`src/rtl/prog_pkg.sv`:
```
// Shared types and helpers for the picoMIPS writable program-memory loader.
package prog_pkg;

    typedef enum logic [2:0] {
        IDLE = 3'd0,
        LO   = 3'd1,
        HI   = 3'd2,
        WR   = 3'd3,
        DONE = 3'd4
    } loader_state_t;

    localparam int BYTES_PER_WORD = 2;

    // Bits of the high byte that carry instruction data; anything outside is a format error.
    function automatic logic [7:0] hi_byte_mask(input int isize);
        logic [7:0] m;
        m = '0;
        for (int b = 0; b < 8; b++) begin
            if (b < isize - 8) m[b] = 1'b1;
        end
        return m;
    endfunction

endpackage

```
`src/rtl/prog_ram.sv`:
```
// Program RAM: synchronous write port, combinational read port that returns zero past Nwords.
module prog_ram #(
    parameter int Psize  = 5,
    parameter int Isize  = 15,
    parameter int Nwords = 22
) (
    input  logic             clk,
    input  logic             we,
    input  logic [Psize-1:0] wa,
    input  logic [Isize-1:0] wd,
    input  logic [Psize-1:0] ra,
    output logic [Isize-1:0] rd
);

    localparam logic [Psize:0] NW = (Psize + 1)'(Nwords);

    logic [Isize-1:0] r_mem [Nwords];
    logic             w_rd_in_range;

    // Deliberately no reset: stale words survive reset and restarts.
    always_ff @(posedge clk) begin
        if (we) r_mem[wa] <= wd;
    end

    assign w_rd_in_range = ({1'b0, ra} < NW);
    assign rd            = w_rd_in_range ? r_mem[ra] : '0;

endmodule

```
`src/rtl/prog_loader.sv`:
```
// Byte-stream program loader: assembles little-endian byte pairs into instructions,
// fills the program RAM from address 0 and holds the CPU until the load completes.
module prog_loader
    import prog_pkg::*;
#(
    parameter int Psize  = 5,
    parameter int Isize  = 15,
    parameter int Nwords = 22
) (
    input  logic             clk,
    input  logic             reset,
    input  logic             start,
    input  logic [7:0]       in_data,
    input  logic             in_valid,
    output logic             in_ready,
    input  logic [Psize-1:0] address,
    output logic [Isize-1:0] I,
    output logic             busy,
    output logic             done,
    output logic             cpu_hold,
    output logic             fmt_err,
    output logic [2:0]       dbg_state
);

    // Handshake: a byte moves on the rising edge where in_valid && in_ready are both high;
    // in_ready is registered and high only in LO/HI, so the source may hold in_valid freely.

    localparam int               HI_W      = Isize - 8 * (BYTES_PER_WORD - 1);
    localparam logic [7:0]       HI_MASK   = hi_byte_mask(Isize);
    localparam logic [Psize-1:0] LAST_ADDR = Psize'(Nwords - 1);

    loader_state_t    r_state;
    logic [Psize-1:0] r_wr_addr;
    logic [7:0]       r_lo;
    logic [HI_W-1:0]  r_hi;
    logic             r_in_ready;
    logic             r_busy;
    logic             r_done;
    logic             r_cpu_hold;
    logic             r_fmt_err;

    logic             w_we;
    logic [Isize-1:0] w_wd;

    always_ff @(posedge clk or posedge reset) begin
        if (reset) begin
            r_state    <= IDLE;
            r_wr_addr  <= '0;
            r_lo       <= '0;
            r_hi       <= '0;
            r_in_ready <= 1'b0;
            r_busy     <= 1'b0;
            r_done     <= 1'b0;
            r_cpu_hold <= 1'b1;
            r_fmt_err  <= 1'b0;
        end else begin
            case (r_state)
                IDLE, DONE: begin
                    if (start) begin
                        r_state    <= LO;
                        r_wr_addr  <= '0;
                        r_fmt_err  <= 1'b0;
                        r_in_ready <= 1'b1;
                        r_busy     <= 1'b1;
                        r_done     <= 1'b0;
                        r_cpu_hold <= 1'b1;
                    end
                end
                LO: begin
                    if (in_valid && r_in_ready) begin
                        r_lo    <= in_data;
                        r_state <= HI;
                    end
                end
                HI: begin
                    if (in_valid && r_in_ready) begin
                        r_hi       <= in_data[HI_W-1:0];
                        r_state    <= WR;
                        r_in_ready <= 1'b0;
                        if (|(in_data & ~HI_MASK)) r_fmt_err <= 1'b1;
                    end
                end
                WR: begin
                    if (r_wr_addr == LAST_ADDR) begin
                        r_state    <= DONE;
                        r_busy     <= 1'b0;
                        r_done     <= 1'b1;
                        r_cpu_hold <= 1'b0;
                    end else begin
                        r_wr_addr  <= r_wr_addr + 1'b1;
                        r_state    <= LO;
                        r_in_ready <= 1'b1;
                    end
                end
                default: begin
                    r_state    <= IDLE;
                    r_in_ready <= 1'b0;
                    r_busy     <= 1'b0;
                    r_done     <= 1'b0;
                    r_cpu_hold <= 1'b1;
                end
            endcase
        end
    end

    assign w_we = (r_state == WR);
    assign w_wd = {r_hi, r_lo};

    prog_ram #(
        .Psize  (Psize),
        .Isize  (Isize),
        .Nwords (Nwords)
    ) u_ram (
        .clk (clk),
        .we  (w_we),
        .wa  (r_wr_addr),
        .wd  (w_wd),
        .ra  (address),
        .rd  (I)
    );

    assign in_ready  = r_in_ready;
    assign busy      = r_busy;
    assign done      = r_done;
    assign cpu_hold  = r_cpu_hold;
    assign fmt_err   = r_fmt_err;
    assign dbg_state = r_state;

endmodule

```
`config.mk`:
```
export PLATFORM = sky130hd
export DESIGN_NAME = prog_loader
export DESIGN_NICKNAME = d
export VERILOG_FILES = /design/src/rtl/prog_pkg.sv /design/src/rtl/prog_ram.sv /design/src/rtl/prog_loader.sv
export SDC_FILE = /design/constraint.sdc
export NUM_CORES = 1
export LEC_CHECK = 0
export ABC_AREA = 1
export BUFFER_PORTS_ARGS = -buffer_cell sky130_fd_sc_hd__buf_2
export CAP_MARGIN = 40
export CORE_ASPECT_RATIO = 0.9
export CORE_MARGIN = 2
export CORE_UTILIZATION = 70
export CTS_BUF_LIST = sky130_fd_sc_hd__clkbuf_4 sky130_fd_sc_hd__clkbuf_8
export CTS_CLUSTER_DIAMETER = 40
export DETAILED_ROUTE_END_ITERATION = 7
export MAX_ROUTING_LAYER = met4
export PLACE_DENSITY_LB_ADDON = 0.05
export SETUP_SLACK_MARGIN = 0.3
export SLEW_MARGIN = 5
export SYNTH_ARGS = -nofsm -noshare
export SYNTH_HDL_FRONTEND = slang
export SYNTH_HIERARCHICAL = 1
export SYNTH_SLANG_ARGS = --single-unit
```
`constraint.sdc`:
```
create_clock -name clk -period 3.6 [get_ports clk]
set_input_delay 0.18 -clock clk [delete_from_list [all_inputs] [get_ports clk]]
set_output_delay 0.18 -clock clk [all_outputs]
set_load 0.05 [all_outputs]
```
==> results.py, run 1 <==
metrics = {
    "floorplan": {
        "start_util_pct": 71.2,
        "rows": 51,
        "dieWidth_um": 160,
        "dieArea_um2": 23100,
        "core_um2": 21600,
        "die_y_um": 144,
        "ioPinCount": 40,
    },
    "global_routing": {
        "antenna_found_initial": 0,
        "grt_start_max_net_pins": 181,
        "grt-ovfl-total": 0,
        "grt_pass1_wl_um": 55200,
        "grt_pass1_vias": 10000,
        "track_usage_pct": 33.0,
    },
    "worst_setup_path": {
        "worst_setup_path_start_kind": "primary input",
        "crit_fanout": 30,
        "reg2reg_slack_ns": 1.70,
        "r2r-end": "u_ram/r_mem[5][3]$_DFFE_PP_",
        "crit_type": "in2out",
        "cp_slowest_stage_delay_ns": 0.39,
        "crit_top_cell": "nand2_1",
        "worst_setup_path_end_kind": "output port",
        "path_cells": "buf_2, nand2_1, inv_1, buf_4, nand2_1, nor2_1, nor2_1, nand2_1, nand3_1, nand2_1, inv_1, buf_2",
        "cpLargestDelayFamily": "buffers and inverters",
        "cp_slowest_cell": "buf_4",
        "reg2reg_from": "dbg_state[0]$_DFFE_PP0P_",
        "cp_data_required_time_ns": 3.42,
        "r2r_cells": 5,
        "critPathArrivalTime_ns": 2.14,
        "path_buf_inv": 5,
    },
    "clocking": {
        "hold_buffers": 11,
        "cts_tree": "done",
        "path_clk_slew_ns": 0.06,
        "postCtsSetupRepairBufs": 0,
        "clk_latency_ns": 0.57,
        "cts_sinks": 358,
        "post_cts_resized": 0,
        "cts.path.max_buffers": 3,
        "cts_buffers": 55,
        "htree_levels": 2,
        "clockRootBuffer": "clkbuf_8",
    },
    "yosys": {
        "synthCells": 1478,
        "synth_edf_count": 330,
        "syn_avg_cell_area_um2": 10.4,
        "seq_area_frac_synth_pct": 69.1,
        "syn-cell-area_um2": 15400,
        "yosys.area.top_type": "edfxtp_1",
        "synth_cell_types": 30,
        "synthTopCellsByCount": "502 x nand2_1, 330 x edfxtp_1, 197 x nor2_1, 120 x inv_1, 120 x nand3_1",
        "synth_area_leaders": "edfxtp_1 65%, nand2_1 12%, nor2_1 4.8%, dfrtp_1 4.4%, nand3_1 3.9%",
        "yosys_warnings": 6,
        "synth_top_area_share_pct": 64.5,
        "ys_ff_latch": 358,
        "async_flop_share_pct": 7.82,
        "syn_nets": 1497,
        "synth_most_common_cell": "nand2_1",
        "synthFlopType": "edfxtp_1",
    },
    "timing": {
        "fmax_mhz": 431,
        "worst_slew_pin_slew_ns": 0.932,
        "setup_viol": 0,
        "drv_slew": 0,
        "fin_crit_ns": 2.32,
        "finalClockSkew_ns": 0.0122,
        "setup_tns_ns": 0,
        "max_slew_margin_pct": 37.9,
        "min_period_over_period_pct": 64.4,
        "hold-worst-slack_ns": 0.154,
        "hold_viol_final": 0,
        "rsz0062_at_grt": "no",
    },
    "drt": {
        "viasPerCell": 5.67,
        "drtIter0Drc": 1314,
        "vias": 10700,
        "drc": 0,
        "antenna_left": 0,
        "dr.pass1.iters": 6,
        "wire_per_inst_um": 19.1,
        "totalWireLength_um": 36200,
    },
    "pwr": {
        "p_leak_nw": 7.21,
        "power_density_nw_per_um2": 624,
        "irDropWorstVdd_mv": 0.762,
    },
    "job": {
        "cap_violations": 0,
    },
    "place": {
        "io_buffer_count": 39,
        "dp.final_hpwl_um": 20800,
        "place.gp.congestion": 0.852,
    },
    "final_layout": {
        "area_growth_pct": 12.6,
        "drive_above_1_share_pct": 13.8,
        "final_nets": 1579,
    },
    "hold_path": {
        "hold_path.class": "in2async",
    },
    "status": {
        "status": "finished, final reports clean",
    },
}
==> cells by family after synthesis <==
group / synth area share [%]
AOI/OAI and AO/OA: 2.30
adders and majority gates: 0.163
and+or+nand+nor: 22.8
buffers and inverters: 5.58
DFF: 69.1
==> worst register-to-register path: cells and delay by family (launching register included) <==
family / cells / cell delay, ns
buffers and inverters: 1 / 0.29
DFF: 1 / 0.47
and+or+nand+nor: 4 / 0.80
==> per-layer routing <==
layer,global-route usage [%],part of all wire (%)
met4,9.82,2.3
met1,46.1,41
met2,51.6,47
met3,5.13,9.5
met5,-,0
==> power breakdown <==
group | switching [mW] | internal [mW]
Combinational | 1.13 | 0.523
Sequential | 0.463 | 5.25
Clock | 1.50 | 1.92
==> stage by stage <==
| stage | worst slack, ns | instance area (um^2) | total power, mW | instances | util (%) |
|---|---|---|---|---|---|
| CTS | 1.29 | 17200 | 10.7 | 1888 | 79.9 |
| global placement | 1.37 | 15800 | 7.08 | 1774 | 73.4 |
| finish | 1.28 | 17300 | 10.8 | 1891 | 80.2 |
| detailed placement | 1.31 | 16000 | 7.34 | 1781 | 74.2 |
| global route | 1.15 | 17300 | 11.2 | 1890 | 80.2 |
| floorplan | 1.26 | 15400 | 6.52 | 1478 | - |
==> flip-flops by register name, indices dropped and copies added (netlist names) <==
register / flops
u_ram/r_mem: 330
r_lo: 8
r_hi: 7
r_wr_addr: 5
dbg_state: 3
busy: 1
cpu_hold: 1
done: 1
fmt_err: 1
in_ready: 1
==> final cells by class <==
| type | count | area (um^2) |
|---|---|---|
| flip-flops and latches | 358 | 10600 |
| fillers | 1333 | 4280 |
| multi-input cells | 927 | 3890 |
| clock buffers | 75 | 913 |
| repair buffers | 91 | 833 |
| inverters | 127 | 478 |
| well taps | 291 | 364 |
| clock inverters | 21 | 204 |
| diodes | 1 | 2.50 |
==> layout by cell type (no fill, tap or decap), types with 11 or more instances in the layout <==
master | Yosys | layout
dlygate4sd3_1 | 0 | 11
nand2_1 | 502 | 502
dfrtp_1 | 27 | 27
clkbuf_4 | 0 | 19
clkbuf_8 | 0 | 56
o21ai_0 | 21 | 21
edfxtp_1 | 330 | 330
o21ai_1 | 16 | 16
nand3_1 | 120 | 120
or2_2 | 23 | 23
a21oi_1 | 20 | 20
buf_2 | 31 | 38
buf_4 | 10 | 29
inv_1 | 120 | 119
nor2_1 | 197 | 196
==> how the worst max path moves through the flow <==
stage,endpoint,depth (start not counted),slack [ns],start
2_1_floorplan,u_ram/r_mem[5][0]$_DFFE_PP_,4,1.26,dbg_state[0]$_DFFE_PP0P_
3_3_place_gp,I[11],13,1.37,address[1]
3_5_place_dp,I[0],11,1.31,address[1]
4_1_cts,I[0],11,1.29,address[1]
5_1_grt,I[10],12,1.15,address[1]
6_report,I[5],12,1.28,address[1]
(Power assumes the default switching activity.)
==> run 2, diff against run 1 <==
--- a/config.mk
+++ b/config.mk
@@ -5,12 +5,12 @@
 export SDC_FILE = /design/constraint.sdc
 export NUM_CORES = 1
 export LEC_CHECK = 0
-export ABC_AREA = 1
+export ABC_AREA = 0
 export BUFFER_PORTS_ARGS = -buffer_cell sky130_fd_sc_hd__buf_2
 export CAP_MARGIN = 40
 export CORE_ASPECT_RATIO = 0.9
 export CORE_MARGIN = 2
-export CORE_UTILIZATION = 70
+export CORE_UTILIZATION = 64
 export CTS_BUF_LIST = sky130_fd_sc_hd__clkbuf_4 sky130_fd_sc_hd__clkbuf_8
 export CTS_CLUSTER_DIAMETER = 40
 export DETAILED_ROUTE_END_ITERATION = 7
==> constraint.sdc (replaced) <==
create_clock -name clk -period 2.26 [get_ports clk]
set_input_delay 0.113 -clock clk [delete_from_list [all_inputs] [get_ports clk]]
set_output_delay 0.113 -clock clk [all_outputs]
set_load 0.05 [all_outputs]
==> run 2 against run 1 <==
Combinational power rose by 61%; worst hold slack got worse by 0.058 ns; critical path type is now reg2out; worst setup slack got worse by 1.2 ns; critical path depth fell by 8; clock skew rose by 0.016 ns; flip-flop and latch count did not move; final area fell by 3.9%; largest power group unchanged; cell count fell by 33%; critical endpoint is now I[2]; die area rose by 2.0%.
==> results.py, run 2 <==
metrics = {
    "worst_setup_path": {
        "critPathArrivalTime_ns": 2.03,
        "worst_setup_path_end_kind": "output port",
        "cpLargestDelayFamily": "multiplexers",
        "cp_data_required_time_ns": 2.15,
        "cp_slowest_cell": "mux4_2",
        "path_cells": "mux4_2, o211ai_1, nand3_2, buf_6",
        "crit_type": "reg2out",
        "worst_setup_path_start_kind": "flop",
        "crit_fanout": 1,
        "path_buf_inv": 1,
        "cp_slowest_stage_delay_ns": 0.49,
    },
    "timing": {
        "max_slew_margin_pct": 39.6,
        "setup_viol": 0,
        "hold_viol_final": 0,
        "rsz0062_at_grt": "yes",
        "setup_tns_ns": 0,
        "worst_slew_pin_slew_ns": 0.906,
        "drv_slew": 0,
        "min_period_over_period_pct": 95.0,
        "fin_crit_ns": 2.15,
        "finalClockSkew_ns": 0.0281,
        "fmax_mhz": 466,
    },
    "drt": {
        "totalWireLength_um": 32200,
        "drc": 0,
        "viasPerCell": 6.24,
        "drtIter0Drc": 931,
        "vias": 7959,
        "antenna_left": 0,
        "dr.pass1.iters": 5,
        "wire_per_inst_um": 25.2,
    },
    "floorplan": {
        "dieWidth_um": 162,
        "dieArea_um2": 23600,
        "rows": 51,
        "core_um2": 21800,
        "start_util_pct": 65.6,
        "die_y_um": 146,
        "ioPinCount": 40,
    },
    "status": {
        "status": "finished, final reports clean",
    },
    "place": {
        "dp.final_hpwl_um": 20300,
        "io_buffer_count": 39,
        "place.gp.congestion": 0.921,
    },
    "global_routing": {
        "grt-ovfl-total": 0,
        "track_usage_pct": 28.9,
        "use_met1_pct": 39.1,
        "grt_pass1_wl_um": 48500,
        "grt_start_max_net_pins": 41,
        "grt-busiest-layer": "met2",
        "antenna_found_initial": 0,
        "grt.met2_usage_pct": 45.1,
        "grtUsageMet3_pct": 5.84,
        "grt_pass1_vias": 8103,
    },
    "yosys": {
        "synth_edf_count": 330,
        "synthCells": 814,
        "synth_cell_types": 48,
        "synth_area_leaders": "edfxtp_1 69%, mux2i_1 9.6%, dfrtp_1 4.7%, mux4_2 2.4%, a22oi_1 2.3%",
        "synthTopCellsByCount": "330 x edfxtp_1, 138 x mux2i_1, 46 x nand3_1, 44 x a22oi_1, 39 x nand2_1",
        "seq_area_frac_synth_pct": 74.1,
        "syn-cell-area_um2": 14300,
        "async_flop_share_pct": 7.82,
        "syn_avg_cell_area_um2": 17.6,
        "synth_most_common_cell": "edfxtp_1",
        "ys_ff_latch": 358,
        "yosys_warnings": 6,
        "synth_top_area_share_pct": 69.2,
        "syn_nets": 833,
        "synthFlopType": "edfxtp_1",
        "yosys.area.top_type": "edfxtp_1",
    },
    "final_layout": {
        "area_growth_pct": 16.1,
        "final_cell_mix": "330 x edfxtp_1, 138 x mux2i_1, 57 x clkbuf_8",
        "fin_util_pct": 76.2,
        "fillers": 1275,
        "reg.largest.list": "u_ram/r_mem (330), r_lo (8), r_hi (7)",
        "final_nets": 957,
        "largest_reg_flops": 330,
        "final_common_cell": "edfxtp_1",
        "drive_above_1_share_pct": 27.4,
        "regMostFlops": "u_ram/r_mem",
    },
    "clocking": {
        "clockRootBuffer": "clkbuf_8",
        "path_clk_slew_ns": 0.06,
        "htree_levels": 2,
        "cts_sinks": 358,
        "clk_latency_ns": 0.59,
        "cts_tree": "done",
        "cts_buffers": 54,
        "cts.path.max_buffers": 3,
    },
    "pwr": {
        "p_leak_nw": 5.98,
        "power_density_nw_per_um2": 1000,
        "irDropWorstVdd_mv": 1.05,
    },
    "job": {
        "cap_violations": 0,
    },
    "hold_path": {
        "hold_path.class": "in2async",
    },
}
## run 2: worst min-delay path, stage by stage
cell and delay, ns:
dlygate4sd3_1 0.52, buf_2 0.11, inv_1 0.34
## run 2: routing by layer
layer | wire [um] | up-vias
met1 | 12800 | 4031
met4 | 829 | 0
li1 | - | 3488
met2 | 15800 | 385
met3 | 2730 | 55
met5 | 0 | -
## run 2: final timing paths
check	startpoint	to	slack, ns	cells after the start
worst max-delay path	u_ram/r_mem[19][2]$_DFFE_PP_	I[2]	0.11	4
min in group clk	in_data[5]	r_hi[5]$_DFFE_PP0P_	0.33	3
max in group asynchronous	reset	cpu_hold$_DFFE_PP1P_	1.62	4
worst max register to register	dbg_state[2]$_DFFE_PP0P_	u_ram/r_mem[16][5]$_DFFE_PP_	0.35	5
worst min-delay path	reset	r_hi[5]$_DFFE_PP0P_	0.1	3
worst min register to register	r_lo[1]$_DFFE_PP0P_	r_lo[1]$_DFFE_PP0P_	0.52	1
## run 2: cell type report
| type | instances | area [um^2] | share of cell area [%] |
|---|---|---|---|
| Sequential cell | 358 | 10600 | 63.8 |
| Clock inverter | 32 | 189 | 1.14 |
| Multi-Input combinational cell | 406 | 3540 | 21.3 |
| Antenna cell | 1 | 2.50 | 0.0151 |
| Timing Repair Buffer | 111 | 1010 | 6.08 |
| Inverter | 7 | 28.8 | 0.173 |
| Clock buffer | 70 | 876 | 5.27 |
| Tap cell | 291 | 364 | 2.19 |
## run 2: cell families (layout without fill, tap and decap cells)
kind of cell	count (synthesis)	count (layout)	share of synthesized area, %
compound gates	95	95	4.92
fa+ha+maj	2	2	0.175
buf+inv	50	220	2.40
flops	358	358	74.1
mux	168	168	13.2
other cells	0	1	0
simple gates	141	141	5.22
## run 2: repair_timing
action | in CTS | in global routing
pin swaps | 11 | 8
buffers inserted | 5 | 1
gates cloned | 0 | 0
endpoints found under the hold margin | 49 | 0
gates resized for setup | 37 | 6
endpoints found under the setup margin | 120 | 39
hold buffers | 11 | 0
## run 2: metrics by stage
stage                     hold slack, ns  power [mW]  instance area [um^2]  std cells  setup slack, ns
after CTS                         0.0881        16.7                 16600       1274           0.0501
final                             0.0961        16.6                 16600       1276            0.112
after detailed placement           0.152        11.5                 15200       1156            0.178
after global placement             0.359        11.4                 15200       1155            0.274
after global routing               0.140        17.2                 16600       1275           0.0518
after floorplan                    0.178        10.3                 14500        814            0.113
## run 2: where the power goes
group | leakage (nW) | total [mW] | switching, mW | internal, mW
combinational | 2.12 | 2.68 | 1.90 | 0.779
sequential | 3.32 | 8.85 | 0.407 | 8.45
clock | 0.549 | 5.11 | 2.35 | 2.76
